[src/rtl/apb_completer_mux.sv]
// APB completer-side mux: decodes one upstream APB requester onto NO_OF_SLAVES
// downstream completers, answers unmapped addresses itself and times out stalled slaves.
module apb_completer_mux #(
    parameter int                    NO_OF_SLAVES   = 4,
    parameter int                    ADDR_WIDTH     = 32,
    parameter int                    DATA_WIDTH     = 32,
    parameter logic [ADDR_WIDTH-1:0] BASE_ADDR      = '0,
    parameter int                    REGION_BITS    = 12,
    parameter int                    TIMEOUT_CYCLES = 16
) (
    input  logic                               pclk,
    input  logic                               preset,
    // upstream
    input  logic                               psel,
    input  logic                               penable,
    input  logic                               pwrite,
    input  logic [ADDR_WIDTH-1:0]              paddr,
    input  logic [DATA_WIDTH-1:0]              pwdata,
    input  logic [DATA_WIDTH/8-1:0]            pstrb,
    input  logic [2:0]                         pprot,
    output logic [DATA_WIDTH-1:0]              prdata,
    output logic                               pready,
    output logic                               pslverr,
    // downstream
    output logic [NO_OF_SLAVES-1:0]            psel_o,
    output logic                               penable_o,
    output logic                               pwrite_o,
    output logic [ADDR_WIDTH-1:0]              paddr_o,
    output logic [DATA_WIDTH-1:0]              pwdata_o,
    output logic [DATA_WIDTH/8-1:0]            pstrb_o,
    output logic [2:0]                         pprot_o,
    input  logic [NO_OF_SLAVES*DATA_WIDTH-1:0] prdata_i,
    input  logic [NO_OF_SLAVES-1:0]            pready_i,
    input  logic [NO_OF_SLAVES-1:0]            pslverr_i,
    // status
    output logic [7:0]                         err_count
);

    // state  | meaning
    // IDLE   | no transfer open, all selects low, no response upstream
    // SETUP  | master setup phase (psel=1, penable=0); decode is captured
    // ACCESS | access phase open to the captured slave, or answered locally if unmapped

    localparam int IW = (NO_OF_SLAVES > 1) ? $clog2(NO_OF_SLAVES) : 1;
    localparam int CW = (TIMEOUT_CYCLES > 1) ? $clog2(TIMEOUT_CYCLES) : 1;
    localparam logic [CW-1:0]         CNT_LAST = (TIMEOUT_CYCLES > 0) ? CW'(TIMEOUT_CYCLES - 1) : '0;
    localparam logic [ADDR_WIDTH-1:0] SLV_CNT  = ADDR_WIDTH'(NO_OF_SLAVES);

    typedef enum logic [1:0] {
        IDLE   = 2'd0,
        SETUP  = 2'd1,
        ACCESS = 2'd2
    } state_t;

    state_t                  state_q;
    state_t                  state;
    state_t                  state_d;

    logic [ADDR_WIDTH-1:0]   offset;
    logic [ADDR_WIDTH-1:0]   region;
    logic                    dec_hit;
    logic [IW-1:0]           dec_idx;

    logic                    hit_q;
    logic [IW-1:0]           idx_q;
    logic [CW-1:0]           cnt_q;
    logic [CW-1:0]           cnt_d;

    logic                    sel_ready;
    logic                    sel_err;
    logic [DATA_WIDTH-1:0]   sel_data;
    logic                    timeout_fire;
    logic                    complete;

    assign offset  = paddr - BASE_ADDR;
    assign region  = offset >> REGION_BITS;
    assign dec_hit = (paddr >= BASE_ADDR) && (region < SLV_CNT);
    assign dec_idx = region[IW-1:0];

    assign penable_o = penable;
    assign pwrite_o  = pwrite;
    assign paddr_o   = paddr;
    assign pwdata_o  = pwdata;
    assign pstrb_o   = pstrb;
    assign pprot_o   = pprot;

    // SETUP is recognised straight from the bus so the slave select leaves in the
    // same cycle as the master's setup phase; the register only tracks an open access.
    always_comb begin
        state = state_q;
        if (preset) begin
            state = IDLE;
        end else if (state_q != ACCESS) begin
            state = (psel && !penable) ? SETUP : IDLE;
        end
    end

    always_comb begin
        sel_ready = 1'b0;
        sel_err   = 1'b0;
        sel_data  = '0;
        for (int k = 0; k < NO_OF_SLAVES; k++) begin
            if (hit_q && (idx_q == IW'(k))) begin
                sel_ready = pready_i[k];
                sel_err   = pslverr_i[k];
                sel_data  = prdata_i[k*DATA_WIDTH +: DATA_WIDTH];
            end
        end
    end

    // a slave answering on the timeout cycle takes precedence over the timeout
    assign timeout_fire = (TIMEOUT_CYCLES > 0) && (cnt_q == CNT_LAST) && !sel_ready;

    always_comb begin
        psel_o   = '0;
        pready   = 1'b0;
        pslverr  = 1'b0;
        prdata   = '0;
        complete = 1'b0;
        case (state)
            SETUP: begin
                for (int k = 0; k < NO_OF_SLAVES; k++) begin
                    psel_o[k] = psel && dec_hit && (dec_idx == IW'(k));
                end
            end
            ACCESS: begin
                if (hit_q) begin
                    for (int k = 0; k < NO_OF_SLAVES; k++) begin
                        psel_o[k] = psel && (idx_q == IW'(k));
                    end
                    pready  = sel_ready || timeout_fire;
                    pslverr = sel_ready ? sel_err : timeout_fire;
                    prdata  = timeout_fire ? '0 : sel_data;
                end else begin
                    pready  = 1'b1;
                    pslverr = 1'b1;
                end
                complete = psel && pready;
            end
            default: ;
        endcase
    end

    always_comb begin
        state_d = IDLE;
        case (state)
            SETUP:   state_d = ACCESS;
            ACCESS:  state_d = (!psel || complete) ? IDLE : ACCESS;
            default: state_d = IDLE;
        endcase
    end

    always_comb begin
        cnt_d = '0;
        if ((state == ACCESS) && psel && !complete && !sel_ready) begin
            cnt_d = (cnt_q == '1) ? cnt_q : cnt_q + 1'b1;
        end
    end

    always_ff @(posedge pclk) begin
        if (preset) begin
            state_q   <= IDLE;
            hit_q     <= 1'b0;
            idx_q     <= '0;
            cnt_q     <= '0;
            err_count <= '0;
        end else begin
            state_q <= state_d;
            cnt_q   <= cnt_d;
            if (state == SETUP) begin
                hit_q <= dec_hit;
                idx_q <= dec_idx;
            end
            if (complete && pslverr && (err_count != 8'hFF)) begin
                err_count <= err_count + 8'd1;
            end
        end
    end

endmodule

[config.mk]
export PLATFORM = sky130hd
export DESIGN_NAME = apb_completer_mux
export DESIGN_NICKNAME = d
export VERILOG_FILES = /design/src/rtl/apb_completer_mux.sv
export SDC_FILE = /design/constraint.sdc
export NUM_CORES = 1
export LEC_CHECK = 0
export BUFFER_PORTS_ARGS = -buffer_cell sky130_fd_sc_hd__buf_2
export CAP_MARGIN = 20
export CORE_AREA = 2 2 129 131
export CTS_BUF_LIST = sky130_fd_sc_hd__clkbuf_8 sky130_fd_sc_hd__clkbuf_16
export CTS_CLUSTER_DIAMETER = 40
export DETAILED_ROUTE_END_ITERATION = 10
export DIE_AREA = 0 0 131 133
export GPL_TIMING_DRIVEN = 0
export MAX_ROUTING_LAYER = met4
export PLACE_DENSITY = 0.45
export SLEW_MARGIN = 5
export SYNTH_ARGS = -nofsm -noshare
export SYNTH_HDL_FRONTEND = slang
export SYNTH_SLANG_ARGS = --single-unit
[constraint.sdc]
create_clock -name pclk -period 4.1 [get_ports pclk]
set_clock_uncertainty 0.2 [all_clocks]
set_input_delay 0.615 -clock pclk [delete_from_list [all_inputs] [get_ports pclk]]
set_output_delay 0.615 -clock pclk [all_outputs]
set_load 0.05 [all_outputs]
=== Word level (Yosys, flattened, before mapping) ===
Index checks and enable logic that the tools add are counted.

* Add/sub/neg operators: 2
* Reductions and logical operators: 31
* $lt $le $gt $ge: 2
* Mux-type cells: 29
* Bitwise operators: 1
* Equal/unequal tests: 11

{| class="wikitable"
|+ Operators with widths
! cell !! count
|-
| $mux W32 || 7
|-
| $ge A32 B1 Y1 const B || 1
|-
| $logic_and A1 B1 Y1 || 22
|-
| $lt A20 B3 Y1 const B || 1
|-
| $mux W1 || 16
|-
| $eq A2 B2 Y1 const B || 5
|-
| $add A8 B1 Y8 const B || 1
|-
| $ne A8 B8 Y1 const B || 1
|-
| $pmux W4 S2 || 1
|-
| $eq A2 B1 Y1 const B || 3
|-
| $mux W2 || 3
|-
| $add A4 B1 Y4 const B || 1
|-
| $eq A4 B4 Y1 const B || 1
|-
| $logic_not A1 Y1 || 4
|-
| $logic_not A2 Y1 || 2
|-
| $mux W4 || 1
|-
| $pmux W2 S2 || 1
|-
| $logic_or A1 B1 Y1 || 2
|-
| $ne A2 B2 Y1 const B || 1
|-
| $reduce_or A2 Y1 || 1
|-
| $not A1 Y1 || 1
|}

* Flip-flop bits (word level): 17
* Word-level logic and storage cells: 81
* Input port bits: 212
* Output and inout bits: 119

=== Depth between registers and ports, before layout ===
Gate-level depths: netlist of the first run.

* Depth after elaboration: 18
* Depth in mapped cells: 8
* Depth with buffers taken out: 7

=== Worst setup path after synthesis of the first run ===
No wires, ideal clock.

* Kind: input port to output port
* Start point: input pready_i[2]
* End point: output prdata[0]
* Cell stages on the path: 6
* Setup slack: 0.604 ns
* Path buffers: 1
* Required time: 3.285 ns
* Arrival: 2.681 ns
* Cell sequence: mux2i_1 -> o211a_1 -> a41o_1 -> or2_1 -> buf_2 -> nor3_1

* Cells in the longest elaborated chain, start to end: 7

{| class="wikitable"
|+ Ends and longest elaborated chain
! item !! line !! RTL
|-
| start: declaration || 33 || <nowiki>input logic [NO_OF_SLAVES-1:0] pready_i,</nowiki>
|-
| $mux W1 (2 in a row) || 103 || <nowiki>if (hit_q && (idx_q == IW'(k))) begin</nowiki>
|-
| $logic_not A1 Y1 || 112 || <nowiki>assign timeout_fire = (TIMEOUT_CYCLES > 0) && (cnt_q == CNT_LAST) && !sel_ready;</nowiki>
|-
| $logic_and A1 B1 Y1 || 112 ||
|-
| $mux W32 || 133 || <nowiki>prdata = timeout_fire ? '0 : sel_data;</nowiki>
|-
| $mux W32 || 127 || <nowiki>if (hit_q) begin</nowiki>
|-
| $mux W32 || 120 || <nowiki>case (state)</nowiki>
|-
| end: declaration || 21 || <nowiki>output logic [DATA_WIDTH-1:0] prdata,</nowiki>
|}

Every way passes these cells.

=== Worst setup path after layout of the first run ===
* Start point: input preset
* End point: output psel_o[0]

* Cells in the longest elaborated chain, start to end: 3
* Elaborated cells between the ends (all ways): 4
* Classes of those cells: eq/ne (2); mux (2)

{| class="wikitable"
|+ Ends and longest elaborated chain
! item !! line !! RTL
|-
| start: declaration || 12 || <nowiki>input logic preset,</nowiki>
|-
| $mux W2 * || 91 || <nowiki>if (preset) begin</nowiki>
|-
| $eq A2 B2 Y1 / $eq A2 B1 Y1 (equally long branches) || 120 ||
|-
| $pmux W4 S2 * || 120 ||
|-
| end: declaration || 25 || <nowiki>output logic [NO_OF_SLAVES-1:0] psel_o,</nowiki>
|}

Every way passes the cells marked *; elsewhere a longest branch is shown, timed or not.

==> results of run 1 <==
[registers in the layout, summed over array words and instances (netlist names)]
name	count
err_count	8
cnt_q	4
hit_q	1
state_q	1
idx_q	2
[how the worst max path moves through the flow]
| stage | from | to | slack (ns) | depth (start not counted) |
|---|---|---|---|---|
| 2_1_floorplan | pready_i[2] | prdata[0] | 0.60 | 6 |
| 5_1_grt | preset | psel_o[2] | 0.43 | 8 |
| 4_1_cts | preset | psel_o[0] | 0.63 | 8 |
| 3_5_place_dp | preset | psel_o[0] | 0.63 | 8 |
| 6_report | preset | psel_o[0] | 0.75 | 8 |
| 3_3_place_gp | preset | psel_o[2] | 0.64 | 8 |
[kinds of logic after synthesis]
logic type	synth area share [%]
and+or+nand+nor	32.21
muxes	1.560
adders and majority gates	0.9745
xor gates and xnor gates	0.6824
AOI/OAI and AO/OA	25.00
buffers and inverters	27.10
DFF	12.48
[per-layer routing]
| layer | share of wire (%) | global-route usage, % |
|---|---|---|
| met3 | 9.0 | 2.628 |
| met2 | 50 | 23.69 |
| met4 | 1.1 | 2.778 |
| met1 | 40 | 14.69 |
| met5 | 0 | - |
[layout make-up]
cell class                      count  share of cell area, %
Clock buffer                        3                  1.738
Buffer                             99                  15.85
Multi-Input combinational cell    222                  35.92
Timing Repair Buffer              278                  32.21
Antenna cell                        4                 0.2317
Sequential cell                    16                  7.416
Inverter                            3                 0.2607
Tap cell                          220                  6.373
[power by group]
part	total (mW)	internal [mW]	switching [mW]
combinational	0.377	0.150	0.227
sequential	0.159	0.157	0.00177
clock	0.189	0.128	0.0606
total	0.725	0.436	0.289
[worst max-delay path: cells and delay by family]
| family | cells | cell delay, ns |
|---|---|---|
| simple gates | 5 | 1.33 |
| buf+inv | 2 | 0.43 |
| compound gates | 1 | 0.15 |
[cells in the final DEF, fill, tap and decap left out, types with 2 or more instances in the layout]
master,count
dfxtp_1,16
a21oi_1,7
o211a_1,2
diode_2,4
nor2b_1,34
mux2i_1,4
nand3_1,6
nor2_1,9
nand2b_1,5
or3_1,4
buf_6,4
o31ai_1,3
nor3_1,5
o22ai_1,33
buf_4,75
or4_1,2
nand4_1,4
nor3_2,30
buf_2,279
nor4_1,4
o21ai_1,5
clkbuf_1,19
clkbuf_16,3
ha_1,2
a211oi_1,32
and3_1,4
o21ai_0,3
inv_1,3
nand2_1,9
==> impl_metrics.toml, run 1 <==
[timing]
layout_min_cycle_time_ns = 3.350
tightestPinTransition_ns = 0.7399
setup_viol = 0
fin_ws_ns = 0.7498
tns_ns = 0
maxSlewHeadroom_pct = 50.22
rsz0062_at_grt = "no"
fmax_mhz = 298.5
holdWs_ns = 0.2736
period_share_pct = 81.71
finalMaxSlewViolations = 0
hold_violations = 0

[logic_synthesis]
ys_warn_count = 0
syn-cell-area_um2 = 2567
seq_area_frac_synth_pct = 12.48
synth_edf_count = 0
synth_commonest_cells = "75 x buf_4, 34 x nor2b_1, 33 x o22ai_1, 32 x a211oi_1, 30 x nor3_2"
synthCells = 340
synth-main-ff-cell = "dfxtp_1"
synth_nets = 554
yosysUniqueCellTypes = 42
synthTopCellsByArea = "buf_4 22%, dfxtp_1 12%, nor3_2 12%, a211oi_1 9.4%, nor2b_1 8.3%"
ys_seq_elements = 16
ys_async_sr_fraction_pct = 0
netlist.top_cell.by_area = "buf_4"
yosysMostFrequentCell = "buf_4"
synth_top_cell_area_share_pct = 21.93
syn_avg_cell_area_um2 = 7.551

[detailed_routing]
drt_wl_total_mm = 12.34
post_drt_wl_per_cell_um = 14.60
detail-route-antenna-nets = 0
via_count = 3452
drc = 0
drt_iter0_drc = 66
vias_per_cell = 4.085
drt-pass1-iter-count = 4

[power]
p_per_area_nw_per_um2 = 167.8
p_leak_nw = 2.137
ir_worst_vdd_uv = 101.6
finalPower_mw = 0.7246

[final_layout]
final_util_pct = 26.71
drive_gt1_share_pct = 63.45
multi_input_area_um2 = 1551
instances_no_fill = 845
fillCellCount = 1831
fin_area_um2 = 4319
area_growth_syn_to_layout_pct = 68.23
num-nets-final = 837
register_area_um2 = 320.3

[setup_path]
critPathCaptureType = "primary output"
required_ns = 3.28
ff2ff_setup_slack_ns = 1.81
path_class = "in -> out"
setup.worst_path.start_class = "input port"
ff2ff_path_depth = 8
crit_chain = "buf_2 > nand2b_1 > nor3_1 > nand4_1 > nor4_1 > nand2b_1 > o32ai_1 > buf_2"
r2r-start = "idx_q[1]"
critical_path_arrival_ns = 2.54
reg2reg_to = "err_count[1]"
cpPeakStageDelay_ns = 0.59
crit_slowest_cell = "nor4_1"
critPathMaxFanout = 5

[cts]
postCtsSetupBuffers = 0
cts_resized = 0
cts_buffer_depth = 2
clock_sinks = 16
path_clk_slew_ns = 0.05
cts-root-buf = "clkbuf_16"
cts_tree = "yes"
insertion_delay_ns = 0.25
htreeDepth = 1
cts_hold_buf = 0
cts_inserted_buffers = 3

[floorplanning]
die_h_um = 133
num_rows = 47
ios = 331
core-area_um2 = 16170
start_util_pct = 15.88
die_w_um = 131
dieArea_um2 = 17420

[placement]
dpl_cell_area_um2 = 4234
preCtsSetupSlack_ns = 0.6281
dpl.hpwl_mm = 10.55
gp_congestion = 0.7945
port_buffers = 278
placedCellCount = 838

[outcome]
status = "finished clean"

[run]
max_cap_violations = 0

[global_routing]
gr-usage-all-layers_pct = 13.09
grt_pass1_wl_mm = 17.60
antenna_found_initial = 4
grt_pass1_vias = 3346
grt_start_max_net_pins = 11
grt_overflow = 0

[min_path]
worstHoldPathCells = 1
holdPathEnd = "cnt_q[0]"
min_from = "cnt_q[0]"
worstHoldPathType = "reg -> reg"
No activity file was read; power rests on OpenSTA's default activity.
==> run 2: changes to the inputs <==
- CORE_AREA: 2 2 129 131 -> 2 2 128 130
- DIE_AREA: 0 0 131 133 -> 0 0 130 132
- PLACE_DENSITY: 0.45 -> 0.48
- clock period: 4.1 -> 2.86 ns (I/O delays scaled with it)
==> run 2 against run 1 <==
Compared with the run above: first-iteration DRC count increased by 120%; wire length increased by 0.91%; register-to-register slack got worse by 1.1 ns; sequential share of layout area decreased by 0.42 points; total power increased by 51%; sequential cell count unchanged; clock-buffer cell count increased by 1; die area decreased by 1.5%; critical endpoint is now prdata[21]; largest power group unchanged; highest routed layer unchanged.
==> impl_metrics.toml, run 2 (synthesis results as in run 1) <==
[global_routing]
antenna_found_initial = 2
gr-usage-all-layers_pct = 13.29
met1_usage_pct = 15.56
grt_overflow = 0
grt_pass1_wl_mm = 17.56
grt_start_max_net_pins = 11
use_met3_pct = 3.287
grt_util_met2_pct = 23.82
gr-max-usage-layer = "met2"
grt_pass1_vias = 3323

[timing]
maxSlewHeadroom_pct = 64.82
setup_viol = 0
tightestPinTransition_ns = 0.5277
tns_ns = 0
finalMaxSlewViolations = 0
period_share_pct = 96.81
layout_min_cycle_time_ns = 2.769
fmax_mhz = 361.2
hold_violations = 0

[final_layout]
final_cell_mix = "248 x buf_2, 94 x buf_4, 34 x nor2b_1, 32 x a211oi_1, 32 x o22ai_1"
instances_no_fill = 847
area_growth_syn_to_layout_pct = 81.77
reg_top3 = "err_count (8), cnt_q (4), idx_q (2)"
layout_commonest_cell = "buf_2"
drive_gt1_share_pct = 66.45
top_register = "err_count"
num-nets-final = 844
largest_reg_flops = 8

[power]
p_leak_nw = 2.255
finalPower_mw = 1.094
ir_worst_vdd_uv = 219.2
p_per_area_nw_per_um2 = 234.4

[setup_path]
critPathCaptureType = "primary output"
crit_chain = "mux2i_2 > o211a_1 > a41o_1 > or2_1 > buf_6 > buf_12 > nor3_2 > buf_6"
crit_slowest_cell = "dfxtp_4"
path_class = "reg -> out"
crit_top_cell = "buf_6"
required_ns = 2.23
critPathMaxFanout = 10
setup.worst_path.start_class = "flip-flop"
critical_path_arrival_ns = 2.14
cpPeakStageDelay_ns = 0.36

[detailed_routing]
drt_iter0_drc = 148
post_drt_wl_per_cell_um = 14.70
detail-route-antenna-nets = 0
drt_wl_total_mm = 12.45
vias_per_cell = 4.146
via_count = 3512
drt-pass1-iter-count = 4
drc = 0

[cts]
clock_sinks = 16
path_clk_slew_ns = 0.05
cts_tree = "yes"
cts_inserted_buffers = 3
cts-root-buf = "clkbuf_16"
cts_buffer_depth = 2
insertion_delay_ns = 0.25
htreeDepth = 1

[placement]
placedCellCount = 834
port_buffers = 278
gp_congestion = 0.8283
dpl.hpwl_mm = 10.56

[floorplanning]
start_util_pct = 16.34
die_h_um = 132
dieArea_um2 = 17160
die_w_um = 130
core-area_um2 = 15710
num_rows = 46
ios = 331

[min_path]
worstHoldPathType = "reg -> reg"

[run]
max_cap_violations = 0

[outcome]
status = "finished clean"
## run 2: cell types whose count changed in the layout (fill, tap and decap cells not counted), moves of 2 or more
| cell | change |
|---|---|
| clkbuf_2 | +6 |
| buf_2 | -31 |
| buf_6 | +17 |
| diode_2 | -2 |
| dfxtp_1 | -3 |
| dfxtp_2 | +2 |
| nor3_2 | -10 |
| nor3_4 | +11 |
| buf_4 | +19 |
| clkbuf_1 | -7 |
## run 2: repair_timing
action                     CTS  global route
gates resized for setup     46            40
buffers inserted             1             6
setup endpoints to repair   36            35
hold buffers                 0             0
pin swaps                    1             4
## run 2: stage by stage
stage / setup WS [ns] / area [um^2] / hold WS [ns] / utilization, %
2_1_floorplan: -0.2643 / 2587 / 0.2298 / -
3_3_place_gp: -0.2862 / 4249 / 0.2471 / 27.04
3_5_place_dp: -0.3123 / 4249 / 0.2517 / 27.04
4_1_cts: -0.007767 / 4479 / 0.2644 / 28.51
5_1_grt: -0.005231 / 4667 / 0.3027 / 29.70
6_report: 0.09130 / 4667 / 0.2580 / 29.70
## run 2: worst max-delay path: cells and delay by family (launching register included)
family / cells / cell delay [ns]
buffers and inverters: 3 / 0.50
AO/OA/AOI/OAI: 2 / 0.44
AND/OR/NAND/NOR: 2 / 0.44
flip-flops: 1 / 0.36
multiplexers: 1 / 0.16
## run 2: cell type report
cell class / count / area [um^2]
Inverter: 3 / 11.26
Antenna cell: 2 / 5.005
Sequential cell: 16 / 326.6
Buffer: 99 / 721.9
Multi-Input combinational cell: 222 / 1664
Clock buffer: 4 / 88.84
Fill cell: 1753 / 11050
Timing Repair Buffer: 285 / 1579
Tap cell: 216 / 270.3
## run 2: final timing paths
check	start	endpoint	slack, ns	cells after the start
hold / removal	cnt_q[0]	cnt_q[0]	0.26	1
setup / recovery	idx_q[1]	prdata[21]	0.09	8
hold reg to reg	cnt_q[0]	cnt_q[0]	0.26	1
setup reg to reg	idx_q[1]	err_count[1]	0.69	9
## run 2: routing by layer
layer / wire length [um] / share of wire (%)
met3: 1173 / 9.4
met1: 5012 / 40
met4: 27 / 0.22
met5: 0 / 0
met2: 6233 / 50
## run 2: power breakdown
part           switching (mW)  leakage [nW]  total [mW]  internal, mW
sequential            0.00286         0.131       0.227         0.224
clock                  0.0942        0.0442       0.307         0.213
combinational           0.340          2.08       0.560         0.220
==> run 3: changes to the inputs <==
- ABC_AREA: not set -> 1
- CORE_AREA: 2 2 128 130 -> 2 2 129 131
- DIE_AREA: 0 0 130 132 -> 0 0 131 133
- PLACE_DENSITY: 0.48 -> 0.47
==> run 3 against run 2 <==
Compared with the run above: highest routed layer unchanged; global-route usage up 0.12 points; critical path type unchanged; utilization down 2.4 points; non-clock buffer count fell by 9.
==> impl_metrics.toml, run 3 <==
[cts]
path_clk_slew_ns = 0.05
htreeDepth = 1
cts_hold_buf = 0
cts_inserted_buffers = 3
cts_buffer_depth = 2
cts-root-buf = "clkbuf_16"
clock_sinks = 16
insertion_delay_ns = 0.25
postCtsSetupBuffers = 0
cts_tree = "yes"

[detailed_routing]
vias_per_cell = 4.034
post_drt_wl_per_cell_um = 13.39
drt-pass1-iter-count = 4
drt_wl_total_mm = 12.64
drt_iter0_drc = 152
via_count = 3808
detail-route-antenna-nets = 0
drc = 0

[logic_synthesis]
synth-main-ff-cell = "dfxtp_1"
yosysMostFrequentCell = "nand2_1"
ys_warn_count = 0
synth_commonest_cells = "90 x nand2_1, 75 x buf_4, 51 x o21ai_0, 48 x nand3_1, 35 x nor3_1"
synth_edf_count = 0
synthCells = 441
synth_top_cell_area_share_pct = 21.53
synth_nets = 655
synthTopCellsByArea = "buf_4 22%, nand2_1 13%, dfxtp_1 12%, o21ai_0 9.8%, nand3_1 9.2%"
syn-cell-area_um2 = 2615
syn_avg_cell_area_um2 = 5.930
ys_seq_elements = 16
seq_area_frac_synth_pct = 12.25
ys_async_sr_fraction_pct = 0
yosysUniqueCellTypes = 31
netlist.top_cell.by_area = "buf_4"

[setup_path]
cpPeakStageDelay_ns = 0.30
critical_path_buf_inv_count = 4
ff2ff_path_depth = 10
critical_path_arrival_ns = 2.06
path_class = "reg -> out"
critPathCaptureType = "primary output"
required_ns = 2.23
crit_slowest_cell = "buf_2"
setup.worst_path.start_class = "flip-flop"
r2r-start = "idx_q[0]"
crit_top_cell = "nand2_1"
cpLargestDelayFamily = "buffers and inverters"
crit_chain = "buf_4 > nor2_2 > nand2_1 > inv_2 > clkbuf_4 > nand2_1 > nand3_1 > o21ai_0 > nor3_1 > buf_2"
ff2ff_setup_slack_ns = 1.02
critPathMaxFanout = 10
reg2reg_to = "err_count[6]"

[floorplanning]
core-area_um2 = 16170
ios = 331
num_rows = 47
die_h_um = 133
die_w_um = 131
dieArea_um2 = 17420
start_util_pct = 16.17

[power]
ir_worst_vdd_uv = 164.8
p_leak_nw = 2.365
p_per_area_nw_per_um2 = 237.3

[timing]
fmax_mhz = 371.7
fin_ws_ns = 0.1694
finalMaxSlewViolations = 0
hold_violations = 0
tns_ns = 0
layout_min_cycle_time_ns = 2.691
setup_viol = 0
tightestPinTransition_ns = 0.5340
rsz0062_at_grt = "no"
period_share_pct = 94.08
maxSlewHeadroom_pct = 64.40

[global_routing]
antenna_found_initial = 1
grt_pass1_vias = 3504
grt_start_max_net_pins = 11
gr-usage-all-layers_pct = 13.41
grt_overflow = 0
grt_pass1_wl_mm = 17.84

[placement]
dpl_cell_area_um2 = 4282
preCtsSetupSlack_ns = 0.1636
port_buffers = 278
dpl.hpwl_mm = 10.43
gp_congestion = 0.8860
placedCellCount = 939

[final_layout]
reg_top3 = "err_count (8), cnt_q (4), idx_q (2)"
largest_reg_flops = 8
area_growth_syn_to_layout_pct = 68.61
instances_no_fill = 944
num-nets-final = 938
final_cell_mix = "277 x buf_2, 90 x nand2_1, 79 x buf_4, 51 x o21ai_0, 48 x nand3_1"
layout_commonest_cell = "buf_2"
drive_gt1_share_pct = 54.63
fin_area_um2 = 4409
top_register = "err_count"

[outcome]
status = "finished clean"

[min_path]
worstHoldPathType = "reg -> reg"
min_from = "cnt_q[0]"
worstHoldPathCells = 1
holdPathEnd = "cnt_q[0]"

[run]
max_cap_violations = 0
==> run 3: cell count changes after synthesis, sizes merged, moves of 12 or more <==
cell / before / now
a211oi: 32 / 2
o21ai: 8 / 67
nand2: 9 / 98
nor2b: 34 / 0
o22ai: 33 / 2
inv: 3 / 23
nor2: 9 / 21
nand3: 6 / 51
==> run 3: how the worst max path moves through the flow <==
stage | cells after the start | from | slack (ns) | end
floorplan | 9 | idx_q[0] | 0.05 | prdata[12]
global placement | 10 | idx_q[0] | 0.11 | prdata[5]
detailed placement | 10 | idx_q[0] | 0.16 | prdata[5]
CTS | 10 | idx_q[0] | 0.02 | prdata[12]
global route | 10 | idx_q[0] | 0.007 | prdata[9]
finish | 10 | idx_q[0] | 0.17 | prdata[7]
==> run 3: kinds of logic after synthesis <==
logic type                 after synthesis  synth area share, %
DFF                                     16                12.25
and+or+nand+nor                        215                40.00
xor gates and xnor gates                 6                2.010
AOI/OAI and AO/OA                       82                16.08
buffers and inverters                  120                28.71
adders and majority gates                2               0.9568
==> run 3: cell type report <==
cell class	instances	area, um^2
plain buffers	97	675.6
repair buffers	278	1411
fillers	1840	11760
clock buffers	4	88.84
diodes	1	2.502
inverters	23	86.33
flip-flops and latches	16	320.3
well taps	220	275.3
multi-input cells	305	1549
==> run 3: power breakdown <==
| part | internal [mW] | switching, mW | leakage [nW] |
|---|---|---|---|
| combinational | 0.198 | 0.316 | 2.19 |
| clock | 0.213 | 0.0911 | 0.0442 |
| sequential | 0.226 | 0.00281 | 0.129 |
| total | 0.637 | 0.410 | 2.37 |
==> run 3: per-stage QoR <==
| step | util (%) | total power, mW | hold WS, ns |
|---|---|---|---|
| 2_1_floorplan | - | 0.5711 | 0.2176 |
| 3_3_place_gp | 26.48 | 0.7467 | 0.2327 |
| 3_5_place_dp | 26.48 | 0.7479 | 0.2377 |
| 4_1_cts | 27.11 | 1.058 | 0.2523 |
| 5_1_grt | 27.27 | 1.097 | 0.2630 |
| 6_report | 27.27 | 1.047 | 0.2479 |
==> run 3: timing repair <==
item,CTS,global route
resized for setup,5,17
endpoints found under the setup margin,5,26
endpoints found under the hold margin,0,0
==> run 3: routing by layer <==
metal	GRT usage [%]	share of wire [%]	vias to the layer above
li1	-	-	1973
met1	15.65	41	1646
met2	24.04	49	177
met3	2.952	9.0	12
met4	1.478	0.63	0
met5	-	0	-
